[config.mk]
export PLATFORM = sky130hd
export DESIGN_NAME = univ_shift_reg_n
export DESIGN_NICKNAME = d
export VERILOG_FILES = /design/src/rtl/usr_pkg.sv /design/src/rtl/usr_step_unit.sv /design/src/rtl/univ_shift_reg_n.sv
export SDC_FILE = /design/constraint.sdc
export NUM_CORES = 1
export LEC_CHECK = 0
export CORE_UTILIZATION = 25
export DETAILED_ROUTE_END_ITERATION = 8
export SLEW_MARGIN = 0
export SYNTH_ARGS = -nofsm -noshare
export SYNTH_HDL_FRONTEND = slang
export SYNTH_SLANG_ARGS = --single-unit
export TNS_END_PERCENT = 50
[constraint.sdc]
create_clock -name clk -period 3.2 [get_ports clk]
set_clock_uncertainty 0.05 [all_clocks]
set_input_delay 0.64 -clock clk [delete_from_list [all_inputs] [get_ports clk]]
set_output_delay 0.64 -clock clk [all_outputs]
set_load 0.02 [all_outputs]
[src/rtl/usr_pkg.sv]
// Shared types for the universal shift register: step-mode encoding and
// the two-state control FSM.
package usr_pkg;

  localparam int USR_MODE_W = 3;

  typedef enum logic [USR_MODE_W-1:0] {
    USR_HOLD = 3'b000,
    USR_SHR  = 3'b001,
    USR_SHL  = 3'b010,
    USR_LOAD = 3'b011,
    USR_ROR  = 3'b100,
    USR_ROL  = 3'b101,
    USR_ASR  = 3'b110,
    USR_RSVD = 3'b111
  } usr_mode_e;

  typedef enum logic {
    IDLE = 1'b0,
    RUN  = 1'b1
  } usr_state_e;

endpackage

[src/rtl/usr_step_unit.sv]
// Combinational one-step transform of the register contents for a given mode.
// Shared by the single-step (en) path and the multi-step (start) path.
module usr_step_unit
  import usr_pkg::*;
#(
  parameter int WIDTH = 8
) (
  input  logic [WIDTH-1:0] q,
  input  usr_mode_e        mode,
  input  logic             s_left_din,
  input  logic             s_right_din,
  input  logic [WIDTH-1:0] parallel_din,
  output logic [WIDTH-1:0] next_q
);

  // Select the next register value for one step of the requested mode
  always_comb begin
    next_q = q;
    case (mode)
      USR_HOLD: next_q = q;
      USR_SHR:  next_q = {s_right_din, q[WIDTH-1:1]};
      USR_SHL:  next_q = {q[WIDTH-2:0], s_left_din};
      USR_LOAD: next_q = parallel_din;
      USR_ROR:  next_q = {q[0], q[WIDTH-1:1]};
      USR_ROL:  next_q = {q[WIDTH-2:0], q[WIDTH-1]};
      USR_ASR:  next_q = {q[WIDTH-1], q[WIDTH-1:1]};
      default:  next_q = q;
    endcase
  end

endmodule

[src/rtl/univ_shift_reg_n.sv]
// Parametrised universal shift register with single-step enable and a
// multi-step "shift by amount" operation using a start/busy/done handshake.
module univ_shift_reg_n
  import usr_pkg::*;
#(
  parameter int WIDTH = 8,
  parameter int CNT_W = $clog2(WIDTH) + 1
) (
  input  logic             clk,
  input  logic             rst,
  input  logic             en,
  input  logic [2:0]       mode,
  input  logic             start,
  input  logic [CNT_W-1:0] shamt,
  input  logic             s_left_din,
  input  logic             s_right_din,
  input  logic [WIDTH-1:0] parallel_din,
  output logic [WIDTH-1:0] parallel_dout,
  output logic             s_left_dout,
  output logic             s_right_dout,
  output logic             busy,
  output logic             done
);

  localparam logic [CNT_W-1:0] CNT_ZERO = {CNT_W{1'b0}};
  localparam logic [CNT_W-1:0] CNT_ONE  = {{(CNT_W-1){1'b0}}, 1'b1};

  usr_state_e       state_r, state_s;
  usr_mode_e        op_mode_r, op_mode_s;
  usr_mode_e        step_mode_s;
  logic [CNT_W-1:0] cnt_r, cnt_s;
  logic [WIDTH-1:0] q_r, q_s, step_q_s;
  logic             done_r, done_s;

  // While running, the latched op_mode drives the step unit; otherwise live mode
  assign step_mode_s = (state_r == RUN) ? op_mode_r : usr_mode_e'(mode);

  usr_step_unit #(.WIDTH(WIDTH)) u_step (
    .q            (q_r),
    .mode         (step_mode_s),
    .s_left_din   (s_left_din),
    .s_right_din  (s_right_din),
    .parallel_din (parallel_din),
    .next_q       (step_q_s)
  );

  // Next-state, counter, register and done decode for the IDLE/RUN FSM
  always_comb begin
    state_s   = state_r;
    op_mode_s = op_mode_r;
    cnt_s     = cnt_r;
    q_s       = q_r;
    done_s    = 1'b0;
    case (state_r)
      IDLE: begin
        if (start) begin
          // Accept edge only latches the operation; no step is applied here
          op_mode_s = usr_mode_e'(mode);
          cnt_s     = shamt;
          if (shamt != CNT_ZERO) begin
            state_s = RUN;
          end else begin
            done_s = 1'b1;
          end
        end else if (en) begin
          q_s = step_q_s;
        end else begin
          q_s = q_r;
        end
      end
      RUN: begin
        q_s   = step_q_s;
        cnt_s = cnt_r - CNT_ONE;
        if (cnt_r == CNT_ONE) begin
          state_s = IDLE;
          done_s  = 1'b1;
        end else begin
          state_s = RUN;
        end
      end
      default: begin
        state_s = IDLE;
      end
    endcase
  end

  // State registers with synchronous reset that discards any operation in flight
  always_ff @(posedge clk) begin
    if (rst) begin
      state_r   <= IDLE;
      op_mode_r <= USR_HOLD;
      cnt_r     <= CNT_ZERO;
      q_r       <= {WIDTH{1'b0}};
      done_r    <= 1'b0;
    end else begin
      state_r   <= state_s;
      op_mode_r <= op_mode_s;
      cnt_r     <= cnt_s;
      q_r       <= q_s;
      done_r    <= done_s;
    end
  end

  assign parallel_dout = q_r;
  assign s_left_dout   = q_r[WIDTH-1];
  assign s_right_dout  = q_r[0];
  assign busy          = (state_r == RUN);
  assign done          = done_r;

endmodule

==> results of run 1 <==
-- final cells by class --
class / count / area (sq um)
sequential: 17 / 340
timing repair buffer: 33 / 328
clock buffer: 3 / 41.3
fill: 421 / 2590
tap: 50 / 62.6
multi-input combinational: 79 / 618
clock inverter: 1 / 5.00
inverter: 11 / 41.3
-- routing by layer --
layer  routed length, um  part of all wire (%)  up-vias
li1                    -                     -      493
met1                1210                    45      468
met2                1230                    46       33
met3                 161                   6.0        7
met4                  63                   2.4        0
met5                   0                     0        -
-- worst max-delay path: stages --
cell and delay (ns):
clkdlybuf4s50_1 0.44, mux2i_1 0.37, nand2_2 0.20, nor2_1 0.38, a221oi_1 0.16, a221oi_1 0.29
-- metrics by stage --
stage,util (%),area (sq um),power (mW)
after floorplan,-,1050,0.404
after global placement,34.5,1390,0.476
after detailed placement,34.5,1390,0.481
after CTS,35.7,1440,0.653
after global routing,35.7,1440,0.681
final,35.7,1440,0.645
-- report_power, final --
group	internal, mW	switching, mW
Combinational	0.109	0.108
Sequential	0.234	0.0250
Clock	0.0867	0.0829
Total	0.430	0.215
-- sequential cells by signal, indices dropped and copies added (netlist names) --
name,flops
parallel_dout,8
busy,1
cnt_r,4
done,1
op_mode_r,3
-- kinds of logic (layout without fill, tap and decap cells) --
| kind of cell | Yosys count | count (layout) | synth area share (%) |
|---|---|---|---|
| buf+inv | 18 | 48 | 8.92 |
| mux | 12 | 12 | 13.7 |
| compound gates | 35 | 35 | 29.1 |
| fa+ha+maj | 2 | 2 | 2.38 |
| flops | 17 | 17 | 32.3 |
| simple gates | 30 | 30 | 13.6 |
-- worst max-delay path by stage --
stage | end | slack, ns | depth (start not counted)
after floorplan | parallel_dout[4] | 1.19 | 7
after global placement | parallel_dout[0] | 0.63 | 6
after CTS | parallel_dout[5] | 0.82 | 6
after global routing | parallel_dout[5] | 0.59 | 5
final | parallel_dout[5] | 0.82 | 6
after detailed placement | parallel_dout[5] | 0.55 | 6
-- cells in the final DEF (no fill, tap or decap) --
master and count:
a2111oi_0 1, a211o_1 1, a211oi_1 4, a21boi_0 1
a21oi_1 5, a221oi_1 12, a222oi_1 2, a22oi_1 1
a32oi_1 1, and3b_1 1, buf_4 1, clkbuf_8 3
clkdlybuf4s50_1 32, clkinv_2 1, dfxtp_1 17, ha_1 2
inv_1 11, mux2_2 1, mux2_4 2, mux2i_1 8
mux2i_4 1, nand2_1 3, nand2_2 1, nand3_1 7
nor2_1 11, nor2b_1 3, nor3_1 3, nor4_1 1
o21ai_0 1, o21ai_2 1, o21ba_2 1, o21bai_4 1
o22ai_1 1, o32ai_1 1, o32ai_4 1
==> impl_metrics.tcl, run 1 <==
set metrics [dict create \
    status "finished clean" \
    path_class "input port to flop" \
    p_per_area_nw_per_um2 449 \
    grtUsageTotal_pct 12.7 \
    first_pass_iters 5 \
    place.detailed.hpwl_um 2040 \
    syn_inst 114 \
    cts_resized 0 \
    slew_viol_final 0 \
    hold_path_end "parallel_dout[4]" \
    tightest_slew_ns 0.708 \
    drive_gt1_share_pct 9.72 \
    antenna_left 0 \
    fin_crit_ns 2.38 \
    synth_flop_cell "dfxtp_1" \
    cts_sinks 17 \
    antenna_found_initial 0 \
    synth_seq_cells 17 \
    routedWlPerCell_um 13.8 \
    drc 0 \
    crit_fanout 9 \
    critPathRequiredTime_ns 3.31 \
    synth_area_sq_um 1050 \
    busiest_layer "met2" \
    synth-edff-count 0 \
    grt_max_degree 19 \
    final_cells 194 \
    setup_slack_ns 0.819 \
    core_area_sq_um 4030 \
    rsz0062_at_grt "no" \
    drt-vias-per-instance 5.16 \
    r2r_slack_ns 0.85 \
    dieArea_sq_um 4470 \
    ioPinCount 33 \
    clk_latency_ns 0.26 \
    synth.top_cells.by_count "dfxtp_1 (17), a221oi_1 (12), inv_1 (11), nor2_1 (11), mux2i_1 (8)" \
    finalCritPeriodShare_pct 74.4 \
    tns_ns 0 \
    grt.overflow.total 0 \
    yosysTopAreaCell "dfxtp_1" \
    synth.top_cell.area_share_pct 32.3 \
    dp_cells 190 \
    ir_drop_uv 125 \
    ys_types 35 \
    async_reset_ff_share_pct 0 \
    crit_arrival_ns 2.49 \
    cts_tree "built" \
    maxCapViolCount 0 \
    drt_iter0_markers 25 \
    fin_nets 168 \
    start_util_pct 26.1 \
    critPathLaunch "mode[2]" \
    min-delay-start "parallel_dout[4]" \
    synth_fp_nets 137 \
    synthToLayoutAreaGrowth_pct 36.5 \
    r2r-end "parallel_dout[5]" \
    port_buffers 32 \
    leakagePower_nw 0.519 \
    max-slew-margin-rel_pct 52.7 \
    die_x_um 66.9 \
    max_freq_mhz 420 \
    cts-root-buf "clkbuf_8" \
    cts.htree.levels 1 \
    cts_max_path_buffers 2 \
    synth_area_leaders "dfxtp_1 (32%), a221oi_1 (10%), mux2i_1 (7.6%)" \
    cts-buffers-inserted 3 \
    yosysMostFrequentCell "dfxtp_1" \
    rows 23 \
    cts.clk_slew.worst_paths_ns 0.07 \
    fp.dieH_um 66.9 \
    ys_seq_area_share_pct 32.3 \
    syn_avg_cell_area_sq_um 9.23 \
    min_path_cells 2 \
    place_ws_ns 0.551 \
    crit_path_end_kind "flop" \
    cts_setup_buffers 0 \
    num_vias 1001 \
    use_met3_pct 2.91 \
    finalWeightedCongestion 0.798 \
    r2r_start "busy" \
    holdCritPathClass "flop to flop" \
    ctsHoldBuffers 0 \
    diodes 0 \
    worst_hold_slack_ns 0.468 \
    finalSetupViolCount 0 \
    hold_viol_final 0 \
    globalRouteMet1Util_pct 16.0 \
    met2_usage_pct 19.7 \
    ys_warn_count 0 \
    critPathLaunchType "input port" \
    reg2regPathDepth 5 \
    grt_pass1_vias 933 \
    drt-total-wl_um 2670 \
    grt_first_pass_wirelength_um 4190 \
]
No activity file was read; power rests on OpenSTA's default activity.
==> inputs of run 2 (changes only) <==
==> constraint.sdc (replaced) <==
create_clock -name clk -period 2.1 [get_ports clk]
set_clock_uncertainty 0.05 [all_clocks]
set_input_delay 0.42 -clock clk [delete_from_list [all_inputs] [get_ports clk]]
set_output_delay 0.42 -clock clk [all_outputs]
set_load 0.02 [all_outputs]
==> run 2 against run 1 <==
Net effect:
- first-iteration DRC count increased by 130%
- routed wire length increased by 4.6%
- critical path depth unchanged
- die area unchanged
- register-to-register slack got worse by 0.59 ns
- via count increased by 8.6%
- count of clock-buffer cells in the layout increased by 1
- sequential share of layout area decreased by 1.7 points
- global-route usage increased by 0.84 points
- core utilization increased by 3.0 points
- non-clock buffer count increased by 16
- combinational power increased by 73%
- largest cell class unchanged
- largest power group unchanged
- highest routed layer unchanged
==> impl_metrics.tcl, run 2 (synthesis gave the netlist of run 1 again) <==
set metrics [dict create \
    leakagePower_nw 0.592 \
    clk_latency_ns 0.25 \
    slew_viol_final 0 \
    fin_crit_ns 1.96 \
    final_common_cell "clkdlybuf4s50_1" \
    tns_ns 0 \
    holdCritPathClass "flop to flop" \
    num_vias 1087 \
    cts-root-buf "clkbuf_8" \
    multiInputGateArea_sq_um 618 \
    path_class "input port to flop" \
    routedWlPerCell_um 13.3 \
    fp.dieH_um 66.9 \
    dp_cells 206 \
    finalSetupViolCount 0 \
    ioPinCount 33 \
    rows 23 \
    dieArea_sq_um 4470 \
    max_freq_mhz 509 \
    p_per_area_nw_per_um2 654 \
    antenna_found_initial 0 \
    grt_pass1_vias 1090 \
    cts.clk_slew.worst_paths_ns 0.07 \
    cts-buffers-inserted 3 \
    cts_max_path_buffers 2 \
    critPathLaunchType "input port" \
    finish.utilization_pct 38.6 \
    grt.overflow.total 0 \
    start_util_pct 26.1 \
    largest_reg_flops 8 \
    pwr-share-clk_pct 24.7 \
    register_area_sq_um 342 \
    grt_first_pass_wirelength_um 4720 \
    final_cells 210 \
    cts.htree.levels 1 \
    place.detailed.hpwl_um 2190 \
    antenna_left 0 \
    ir_drop_uv 394 \
    maxCapViolCount 0 \
    drc 0 \
    status "finished clean" \
    crit_path_end_kind "flop" \
    critPathRequiredTime_ns 2.21 \
    p_seq_share_pct 38.5 \
    fin_nets 184 \
    switching_share_pct 32.3 \
    drt-total-wl_um 2790 \
    dpl-instance-area_sq_um 1510 \
    design_area_sq_um 1560 \
    tightest_slew_ns 0.406 \
    grtUsageTotal_pct 13.6 \
    die_x_um 66.9 \
    most-common-layout-cells "clkdlybuf4s50_1 (32), buf_4 (17), dfxtp_1 (16)" \
    p_int_uw 690 \
    switching_power_uw 328 \
    max-slew-margin-rel_pct 72.2 \
    drt_iter0_markers 58 \
    first_pass_iters 7 \
    power.share.combinational_pct 36.8 \
    finalWeightedCongestion 0.782 \
    worst_hold_slack_ns 0.459 \
    fill_cells 403 \
    core_area_sq_um 4030 \
    cts_sinks 17 \
    drive_gt1_share_pct 18.8 \
    rsz0062_at_grt "no" \
    drt-vias-per-instance 5.18 \
    port_buffers 32 \
    crit_fanout 11 \
    hold_viol_final 0 \
    cts_tree "built" \
    finalCritPeriodShare_pct 93.5 \
    crit_arrival_ns 2.07 \
    diodes 0 \
    synthToLayoutAreaGrowth_pct 47.9 \
    grt_max_degree 13 \
]
## run 2: changes by cell type in the layout (fill, tap and decap cells not counted), sizes merged
cell and change:
clkbuf +1, buf +16, clkinv -1
## run 2: routing by layer
layer / global-route usage [%] / vias up / share of wire, %
li1: - / 525 / -
met1: 15.3 / 520 / 44
met2: 24.7 / 38 / 49
met3: 3.42 / 4 / 6.3
met4: 3.72 / 0 / 0.50
met5: 0 / - / 0
## run 2: power by group through the flow
stage / logic, mW / clock network [mW] / registers (mW)
2_1_floorplan: 0.200 / 0 / 0.415
3_3_place_gp: 0.365 / 0 / 0.397
6_report: 0.375 / 0.252 / 0.392
4_1_cts: 0.375 / 0.258 / 0.392
3_5_place_dp: 0.374 / 0 / 0.399
5_1_grt: 0.406 / 0.277 / 0.397
## run 2: what timing repair did
item                                    CTS  global route
endpoints found under the setup margin    0             2
hold buffers                              0             0
buffers inserted                          0             0
resized for setup                         0             1
hold endpoints to repair                  0             0
## run 2: final cells by class
class	count	share of cell area (%)
well taps	50	4.02
clock buffers	4	2.89
inverters	11	2.65
repair buffers	49	28.8
flip-flops and latches	17	21.9
multi-input cells	79	39.7
## run 2: metrics by stage
stage	setup WS (ns)	power (mW)
after floorplan	0.0883	0.615
after global routing	0.00326	1.08
after detailed placement	-0.122	0.773
final	0.137	1.02
after global placement	-0.0549	0.762
after CTS	0.134	1.02
## run 2: worst paths after layout
path,endpoint,start,depth (start not counted),slack [ns]
setup / recovery,parallel_dout[5],mode[2],6,0.14
setup reg to reg,parallel_dout[5],busy,5,0.26
hold reg to reg,parallel_dout[4],parallel_dout[4],2,0.46
hold / removal,parallel_dout[4],parallel_dout[4],2,0.46
## run 2: worst max-delay path, stage by stage
cell,delay [ns]
clkdlybuf4s50_1,0.45
mux2_4,0.32
o32ai_4,0.28
o21bai_4,0.23
a221oi_1,0.09
a221oi_1,0.28
